## config.mk

```make
export PLATFORM = sky130hd
export DESIGN_NAME = trig_arb
export DESIGN_NICKNAME = d
export VERILOG_FILES = /design/src/rtl/trig_arb.sv
export SDC_FILE = /design/constraint.sdc
export NUM_CORES = 1
export LEC_CHECK = 0
export CAP_MARGIN = 15
export CORE_MARGIN = 2
export CORE_UTILIZATION = 41
export CTS_CLUSTER_DIAMETER = 100
export DETAILED_ROUTE_END_ITERATION = 8
export PLACE_DENSITY = 0.91
export SLEW_MARGIN = 10
export SYNTH_ARGS = -nofsm -noshare
export SYNTH_HDL_FRONTEND = slang
export SYNTH_SLANG_ARGS = --single-unit
export TNS_END_PERCENT = 10
```

## constraint.sdc

```tcl
create_clock -name clk -period 6.25 [get_ports clk]
set_input_delay 1.25 -clock clk [delete_from_list [all_inputs] [get_ports clk]]
set_output_delay 1.25 -clock clk [all_outputs]
set_load 0.03 [all_outputs]
```

## src/rtl/trig_arb.sv

```systemverilog
//==============================================================================
// Module   : trig_arb
// Purpose  : Two-requester round-robin arbiter in front of one shared trig
//            unit. One request in flight at a time; illegal modes are
//            answered immediately with an error response.
// Options  : define TRIG_ARB_TIMEOUT_EN to abort a WAIT that lasts TIMEOUT
//            cycles without u_done (error response, data 16'hFFFF).
// Revision : 1.0 - initial release
//==============================================================================
`default_nettype none

module trig_arb #(
    parameter int TIMEOUT = 16
) (
    input  logic        clk,
    input  logic        rst,
    input  logic        r0_valid,
    input  logic        r1_valid,
    output logic        r0_ready,
    output logic        r1_ready,
    input  logic [15:0] r0_phase,
    input  logic [15:0] r1_phase,
    input  logic [6:0]  r0_mode,
    input  logic [6:0]  r1_mode,
    output logic [15:0] a,
    output logic [6:0]  b,
    output logic        u_start,
    input  logic        u_done,
    input  logic [15:0] u_res,
    output logic        rsp_valid,
    output logic        rsp_id,
    output logic [15:0] rsp_data,
    output logic        rsp_err
);

    typedef enum logic [1:0] {
        S_IDLE  = 2'd0,
        S_ISSUE = 2'd1,
        S_WAIT  = 2'd2,
        S_RESP  = 2'd3
    } state_t;

    localparam logic [6:0] c_MODE_COS = 7'd0;
    localparam logic [6:0] c_MODE_SIN = 7'd1;

    // A TIMEOUT outside 1..255 does not fit the 8-bit wait counter.
    if (TIMEOUT < 1 || TIMEOUT > 255) begin : g_timeout_range
        $error("trig_arb: TIMEOUT must be in 1..255");
    end

    state_t      r_state;
    logic        r_last_grant;
    logic        w_grant;
    logic        w_accept;
    logic [15:0] w_sel_phase;
    logic [6:0]  w_sel_mode;
    logic        w_mode_legal;

`ifdef TRIG_ARB_TIMEOUT_EN
    localparam logic [7:0] c_TIMEOUT_LAST = 8'(TIMEOUT - 1);
    logic [7:0] r_wait_cnt;
`endif

    // Round-robin pick: on a tie the requester not served last wins.
    always_comb begin
        w_grant = r_last_grant;
        if (r0_valid && r1_valid) begin
            w_grant = ~r_last_grant;
        end else if (r0_valid) begin
            w_grant = 1'b0;
        end else if (r1_valid) begin
            w_grant = 1'b1;
        end
    end

    // Handshake and operand selection for the granted requester.
    always_comb begin
        r0_ready     = (r_state == S_IDLE) && !rst && !w_grant && r0_valid;
        r1_ready     = (r_state == S_IDLE) && !rst &&  w_grant && r1_valid;
        w_accept     = r0_ready || r1_ready;
        w_sel_phase  = w_grant ? r1_phase : r0_phase;
        w_sel_mode   = w_grant ? r1_mode  : r0_mode;
        w_mode_legal = (w_sel_mode == c_MODE_COS) || (w_sel_mode == c_MODE_SIN);
    end

    // Control FSM with registered operands, start pulse and response.
    always_ff @(posedge clk) begin
        if (rst) begin
            r_state      <= S_IDLE;
            r_last_grant <= 1'b1;
            a            <= 16'h0000;
            b            <= 7'd0;
            u_start      <= 1'b0;
            rsp_valid    <= 1'b0;
            rsp_id       <= 1'b0;
            rsp_data     <= 16'h0000;
            rsp_err      <= 1'b0;
`ifdef TRIG_ARB_TIMEOUT_EN
            r_wait_cnt   <= 8'd0;
`endif
        end else begin
            u_start   <= 1'b0;
            rsp_valid <= 1'b0;
            case (r_state)
                S_IDLE: begin
                    if (w_accept) begin
                        a      <= w_sel_phase;
                        b      <= w_sel_mode;
                        rsp_id <= w_grant;
                        if (w_mode_legal) begin
                            u_start <= 1'b1;
                            r_state <= S_ISSUE;
                        end else begin
                            // Illegal mode never reaches the unit.
                            rsp_valid <= 1'b1;
                            rsp_err   <= 1'b1;
                            rsp_data  <= 16'h0000;
                            r_state   <= S_RESP;
                        end
                    end
                end
                S_ISSUE: begin
                    // u_done in the start cycle is deliberately ignored.
                    r_state <= S_WAIT;
`ifdef TRIG_ARB_TIMEOUT_EN
                    r_wait_cnt <= 8'd0;
`endif
                end
                S_WAIT: begin
                    // A completion in the expiry cycle still counts as success.
                    if (u_done) begin
                        rsp_valid <= 1'b1;
                        rsp_err   <= 1'b0;
                        rsp_data  <= u_res;
                        r_state   <= S_RESP;
`ifdef TRIG_ARB_TIMEOUT_EN
                    end else if (r_wait_cnt == c_TIMEOUT_LAST) begin
                        rsp_valid <= 1'b1;
                        rsp_err   <= 1'b1;
                        rsp_data  <= 16'hFFFF;
                        r_state   <= S_RESP;
                    end else begin
                        r_wait_cnt <= r_wait_cnt + 8'd1;
`endif
                    end
                end
                S_RESP: begin
                    r_last_grant <= rsp_id;
                    r_state      <= S_IDLE;
                end
                default: r_state <= S_IDLE;
            endcase
        end
    end

endmodule

`default_nettype wire

```

After elaboration in Yosys (flattened, before gate mapping). Index checks and enable logic that the tools add are counted.

$add $sub $neg: 0. Multipliers: 0. Divide/modulo/power cells: 0. Order comparisons: 0. Equal/unequal tests: 7. Shift-type cells: 0. Muxes and demuxes: 22. Bitwise operators: 3. Reduce and logical (&&, ||, !) cells: 17.

Operators with widths (count): two-way mux 16 bit (4); one-hot mux 16 bit (2 select lines) (1); two-way mux 1 bit (10); one-hot mux 2 bit (4 select lines) (1); == test 7 x 1 -> 1 bit, second input constant (1); logical NOT 7 bit (1); two-way mux 7 bit (1); logical AND 1 bit (6); two-way mux 2 bit (3); != test 2 bit, second input constant (3); == test 2 bit, second input constant (2); one-hot mux 1 bit (2 select lines) (2); AND reduction 2 bit (2); AND reduction 4 bit (1); NOT 1 bit (3); OR reduction 3 bit (1); == test 2 x 1 -> 1 bit, second input constant (1); logical NOT 1 bit (2); logical NOT 2 bit (1); logical OR 1 bit (2); nonzero test 2 bit (1).

Register bits: 46. Latch bits: 0. Bits in writable memories: 0. Memory bits (read-only): 0. Logic and storage cells: 58. Memories kept: 0.

Logic depth before layout (Yosys ltp).
Depth after elaboration: 9. Gate-level depth with buffers: 8.

Worst setup path before layout. OpenSTA, ideal clock, no wires.

Path type: in2out. Start: in r1_valid. End: out r0_ready. Data arrival time: 1.726 ns. Data required time: 5.000 ns. Setup slack: 3.274 ns. Cell stages on the path: 2. Buffers on the path: 0. Cells stage by stage: nand2b_1 -> and3_1.

Cells in the longest elaborated chain, start to end: 6. Elaborated cells between the ends (all ways): 7. Those cells by class: 3 x mux; 4 x reduce/logical.

RTL lines: start, declared (RTL line 18) `input logic r1_valid,`; two-way mux 1 bit (RTL line 71) `end else if (r1_valid) begin`; two-way mux 1 bit (RTL line 69) `end else if (r0_valid) begin`; two-way mux 1 bit * (RTL line 67) `if (r0_valid && r1_valid) begin`; logical NOT 1 bit * (RTL line 78) `r0_ready = (r_state == S_IDLE) && !rst && !w_grant && r0_valid;`; logical AND 1 bit * (2 in a row) (RTL line 78); end, declared (RTL line 19) `output logic r0_ready,`.

Mark *: on every way between the ends. The rest lies on a longest branch, timed or not.

Worst setup path in the final report.
Start: in rst. End: out r0_ready.

Cells in the longest elaborated chain, start to end: 4.

RTL lines: start, declared (RTL line 16) `input logic rst,`; logical NOT 1 bit (RTL line 78); logical AND 1 bit (3 in a row) (RTL line 78).

Every way passes these cells.

==> metrics.txt <==
# TYPE chip_impl_metric gauge
chip_impl_metric{name="initial_core_util",unit=""} 0.420
chip_impl_metric{name="vias",unit=""} 1864
chip_impl_metric{name="cts-hold-fix-buffers",unit=""} 0
chip_impl_metric{name="syn-mean-instance-area",unit="sq um"} 10.3
chip_impl_metric{name="final_min_period_over_clock_period",unit=""} 0.675
chip_impl_metric{name="final_hold_viol_count",unit=""} 0
chip_impl_metric{name="clk_lat_worst_skew",unit="ns"} 0.30
chip_impl_metric{name="placement.setup.worst_slack",unit="ns"} 2.02
chip_impl_metric{name="clk_pin_slew",unit="ns"} 0.09
chip_impl_info{name="worstPathCellList",value="clkdlybuf4s50_1 -> buf_4 -> nor2_1 -> and3_1 -> clkdlybuf4s50_1"} 1
chip_impl_metric{name="skew",unit="ns"} 0.0117
chip_impl_metric{name="regArea",unit="sq um"} 921
chip_impl_metric{name="power-per-cell-area",unit="mW/mm^2"} 367
chip_impl_metric{name="antenna_found_initial",unit=""} 0
chip_impl_metric{name="drv.max_cap_violation_count",unit=""} 0
chip_impl_metric{name="coreArea",unit="sq mm"} 0.00469
chip_impl_metric{name="placedCellCount",unit=""} 347
chip_impl_info{name="outcome",value="complete, no violations"} 1
chip_impl_info{name="timing.critical_path.from_type",value="input pin"} 1
chip_impl_metric{name="fin_crit",unit="ns"} 4.22
chip_impl_metric{name="fin_ws",unit="ns"} 2.03
chip_impl_metric{name="globalRouteMet3Util",unit=""} 0.0590
chip_impl_info{name="hold_class",value="reg -> reg"} 1
chip_impl_metric{name="tightest_slew",unit="ns"} 1.01
chip_impl_metric{name="whs",unit="ns"} 0.488
chip_impl_metric{name="clock_buffers_created_by_tritoncts",unit=""} 5
chip_impl_metric{name="antenna_cells",unit=""} 0
chip_impl_metric{name="drt_iter0_drc",unit=""} 87
chip_impl_metric{name="drt-wirelength-per-cell",unit="um"} 15.0
chip_impl_metric{name="timing.setup.tns",unit="ns"} 0
chip_impl_metric{name="die_area",unit="sq mm"} 0.00538
chip_impl_metric{name="placement.io_buffers",unit=""} 111
chip_impl_metric{name="met1_track_utilization_from_global_routing",unit=""} 0.254
chip_impl_metric{name="ys_seq_area_frac",unit=""} 0.467
chip_impl_info{name="critical-path-slowest-cell",value="sky130_fd_sc_hd__clkdlybuf4s50_1"} 1
chip_impl_metric{name="multi_input_area",unit="sq um"} 982
chip_impl_metric{name="power.static_leakage",unit="uW"} 0.00125
chip_impl_metric{name="fillerInstances",unit=""} 359
chip_impl_metric{name="route.detailed.vias_per_inst",unit=""} 5.25
chip_impl_metric{name="areaGrowthSynthToFinish",unit="%"} 65.2
chip_impl_metric{name="cp.required",unit="ns"} 5.00
chip_impl_metric{name="i_o_pin_cnt",unit=""} 112
chip_impl_metric{name="remaining_drc_errors",unit=""} 0
chip_impl_info{name="ys.flop_type",value="sky130_fd_sc_hd__dfxtp_1"} 1
chip_impl_metric{name="ys_warn_count",unit=""} 0
chip_impl_metric{name="count_of_antenna_violating_nets_left_after_detailed_routing",unit=""} 0
chip_impl_info{name="grt_setup_unrepaired",value="no"} 1
chip_impl_metric{name="postSynth.asyncResetShare",unit=""} 0
chip_impl_metric{name="dp_hpwl",unit="mm"} 3.86
chip_impl_metric{name="die-width",unit="um"} 73.4
chip_impl_metric{name="ir_drop",unit="mV"} 0.157
chip_impl_metric{name="count_of_cells_along_the_worst_hold_path",unit=""} 1
chip_impl_metric{name="maxSlewHeadroom",unit=""} 0.326
chip_impl_info{name="tritoncts",value="yes"} 1
chip_impl_metric{name="worst_path_max_stage_delay",unit="ns"} 0.59
chip_impl_metric{name="first_global_vias",unit=""} 1790
chip_impl_info{name="globalRoute.busiestLayer",value="met2"} 1
chip_impl_metric{name="overflow",unit=""} 0
chip_impl_metric{name="clockBufferDepth",unit=""} 2
chip_impl_metric{name="drive_gt1_frac",unit=""} 0.106
chip_impl_metric{name="yosys_register_bits",unit=""} 46
chip_impl_metric{name="drt_pre_antenna_iters",unit=""} 4
chip_impl_metric{name="final_net_count",unit=""} 371
chip_impl_info{name="setup.worst_path.class",value="in -> out"} 1
chip_impl_metric{name="p_total",unit="uW"} 1200
chip_impl_metric{name="postCtsSetupBuffers",unit=""} 0
chip_impl_metric{name="number_of_pins_with_negative_max_slew_slack_in_the_final_report",unit=""} 0
chip_impl_info{name="cts.root.buffer_cell",value="sky130_fd_sc_hd__clkbuf_8"} 1
chip_impl_info{name="cpMostUsedCell",value="sky130_fd_sc_hd__clkdlybuf4s50_1"} 1
chip_impl_info{name="end_kind",value="output port"} 1
chip_impl_metric{name="rows",unit=""} 25
chip_impl_metric{name="netlist_instances",unit=""} 191
chip_impl_metric{name="finalWirelength",unit="mm"} 5.31
chip_impl_metric{name="r2r_cell_count",unit=""} 7
chip_impl_metric{name="critPathArrivalTime",unit="ns"} 2.97
chip_impl_metric{name="grt_max_degree",unit=""} 43
chip_impl_metric{name="net_count_after_synthesis",unit=""} 262
chip_impl_metric{name="synthesis.area",unit="sq mm"} 0.00197
chip_impl_metric{name="path_max_fanout",unit=""} 34
chip_impl_metric{name="grt_first_pass_wirelength",unit="mm"} 8.46
chip_impl_metric{name="cts_repair_resize_count",unit=""} 0
chip_impl_metric{name="groute.layer.met2.usage",unit=""} 0.345
chip_impl_metric{name="cts.htree.levels",unit=""} 2
chip_impl_metric{name="place_congestion",unit=""} 0.804
chip_impl_metric{name="clock-sinks",unit=""} 46
chip_impl_metric{name="stdcell_count",unit=""} 355
chip_impl_metric{name="yosysUniqueCellTypes",unit=""} 30
chip_impl_metric{name="timing.final.setup_violations",unit=""} 0
chip_impl_metric{name="die_height",unit="um"} 73.4
chip_impl_metric{name="grtUsageTotal",unit=""} 0.204
chip_impl_metric{name="fmax",unit="GHz"} 0.237
chip_impl_metric{name="synth_enable_flop_cells",unit=""} 0
sequential cells by signal (all words and copies together), names as in the netlist:
signal,count
rsp_id,1
rsp_data,16
r_last_grant,1
r_state,2
u_start,1
rsp_valid,1
rsp_err,1
b,7
a,16
cells in the mapped netlist, drive strengths merged (2+ instances only):
library cell   n  area (sq um)
nor2b          3          18.8
ha             4          50.1
dfxtp         46           921
a211oi        25           188
nand2b         2          12.5
mux2i         24           240
a22o          16           158
clkbuf         8          30.0
a21oi          3          26.3
buf            4          32.5
and3           2          12.5
nor3           4          25.0
o21ai          3          15.0
nor2          30           113
nand2          4          15.0
inv            4          15.0
kinds of logic (layout without fill, tap and decap cells):
| kind of cell | count (synthesis) | count (layout) | synth area share |
|---|---|---|---|
| buf+inv | 16 | 126 | 0.0393 |
| mux | 24 | 24 | 0.122 |
| flops | 46 | 46 | 0.467 |
| fa+ha+maj | 4 | 4 | 0.0254 |
| simple gates | 48 | 48 | 0.113 |
| compound gates | 53 | 53 | 0.234 |
per-layer routing:
layer	vias to the layer above	routed length [um]
li1	923	-
met4	0	69
met3	6	403
met5	-	0
met1	862	2250
met2	73	2590
critical path: cells and delay by family:
kind	cells	cell delay, ns
AND/OR/NAND/NOR	2	0.32
buffers and inverters	3	1.39
where the power goes:
| group | total, uW | switching (uW) | internal [uW] |
|---|---|---|---|
| clock | 263 | 103 | 160 |
| sequential | 395 | 36.3 | 359 |
| combinational | 538 | 302 | 236 |
cell type report:
class                      count  area share
inverter                       4     0.00461
clock buffer                   5      0.0211
multi-input combinational    129       0.302
sequential                    46       0.283
timing repair buffer         114       0.348
clock inverter                 3      0.0211
tap                           54      0.0207
layout by cell type, fill, tap and decap left out:
master                              n
sky130_fd_sc_hd__nor3_1             2
sky130_fd_sc_hd__a21boi_0           1
sky130_fd_sc_hd__a21oi_1            2
sky130_fd_sc_hd__clkbuf_8           5
sky130_fd_sc_hd__dfxtp_1           46
sky130_fd_sc_hd__a21oi_4            1
sky130_fd_sc_hd__a211o_1            1
sky130_fd_sc_hd__a22o_1             2
sky130_fd_sc_hd__nor2_1            30
sky130_fd_sc_hd__mux2i_1           24
sky130_fd_sc_hd__nor3_2             2
sky130_fd_sc_hd__clkdlybuf4s50_1  111
sky130_fd_sc_hd__a2111oi_4          1
sky130_fd_sc_hd__nand2_1            4
sky130_fd_sc_hd__a211oi_1          25
sky130_fd_sc_hd__bufinv_16          2
sky130_fd_sc_hd__o2bb2ai_1          1
sky130_fd_sc_hd__buf_4              3
sky130_fd_sc_hd__clkinv_4           1
sky130_fd_sc_hd__nand2b_1           2
sky130_fd_sc_hd__ha_1               4
sky130_fd_sc_hd__and3_1             2
sky130_fd_sc_hd__o21ai_2            1
sky130_fd_sc_hd__inv_1              4
sky130_fd_sc_hd__o21ai_0            2
sky130_fd_sc_hd__and4_1             1
sky130_fd_sc_hd__a22o_2            14
sky130_fd_sc_hd__o31ai_2            1
sky130_fd_sc_hd__nor2b_1            3
sky130_fd_sc_hd__nor4_1             1
sky130_fd_sc_hd__or4_4              1
sky130_fd_sc_hd__o31a_1             1
final timing paths:
path	startpoint	end	slack (ns)
max	rst	r0_ready	2.03
min	rsp_data[10]$_SDFFE_PP0P_	rsp_data[10]$_SDFFE_PP0P_	0.49
max reg2reg	r_state[0]$_SDFFE_PP0P_	a[13]$_SDFFE_PP0N_	4.05
min reg2reg	rsp_data[10]$_SDFFE_PP0P_	rsp_data[10]$_SDFFE_PP0P_	0.49
metrics by stage:
| stage | util | cell area, sq um |
|---|---|---|
| 6_report | 0.694 | 3260 |
| 5_1_grt | 0.694 | 3260 |
| 4_1_cts | 0.694 | 3260 |
| 3_5_place_dp | 0.665 | 3120 |
| 3_3_place_gp | 0.665 | 3120 |
| 2_1_floorplan | - | 1970 |
(Power assumes the default switching activity.)
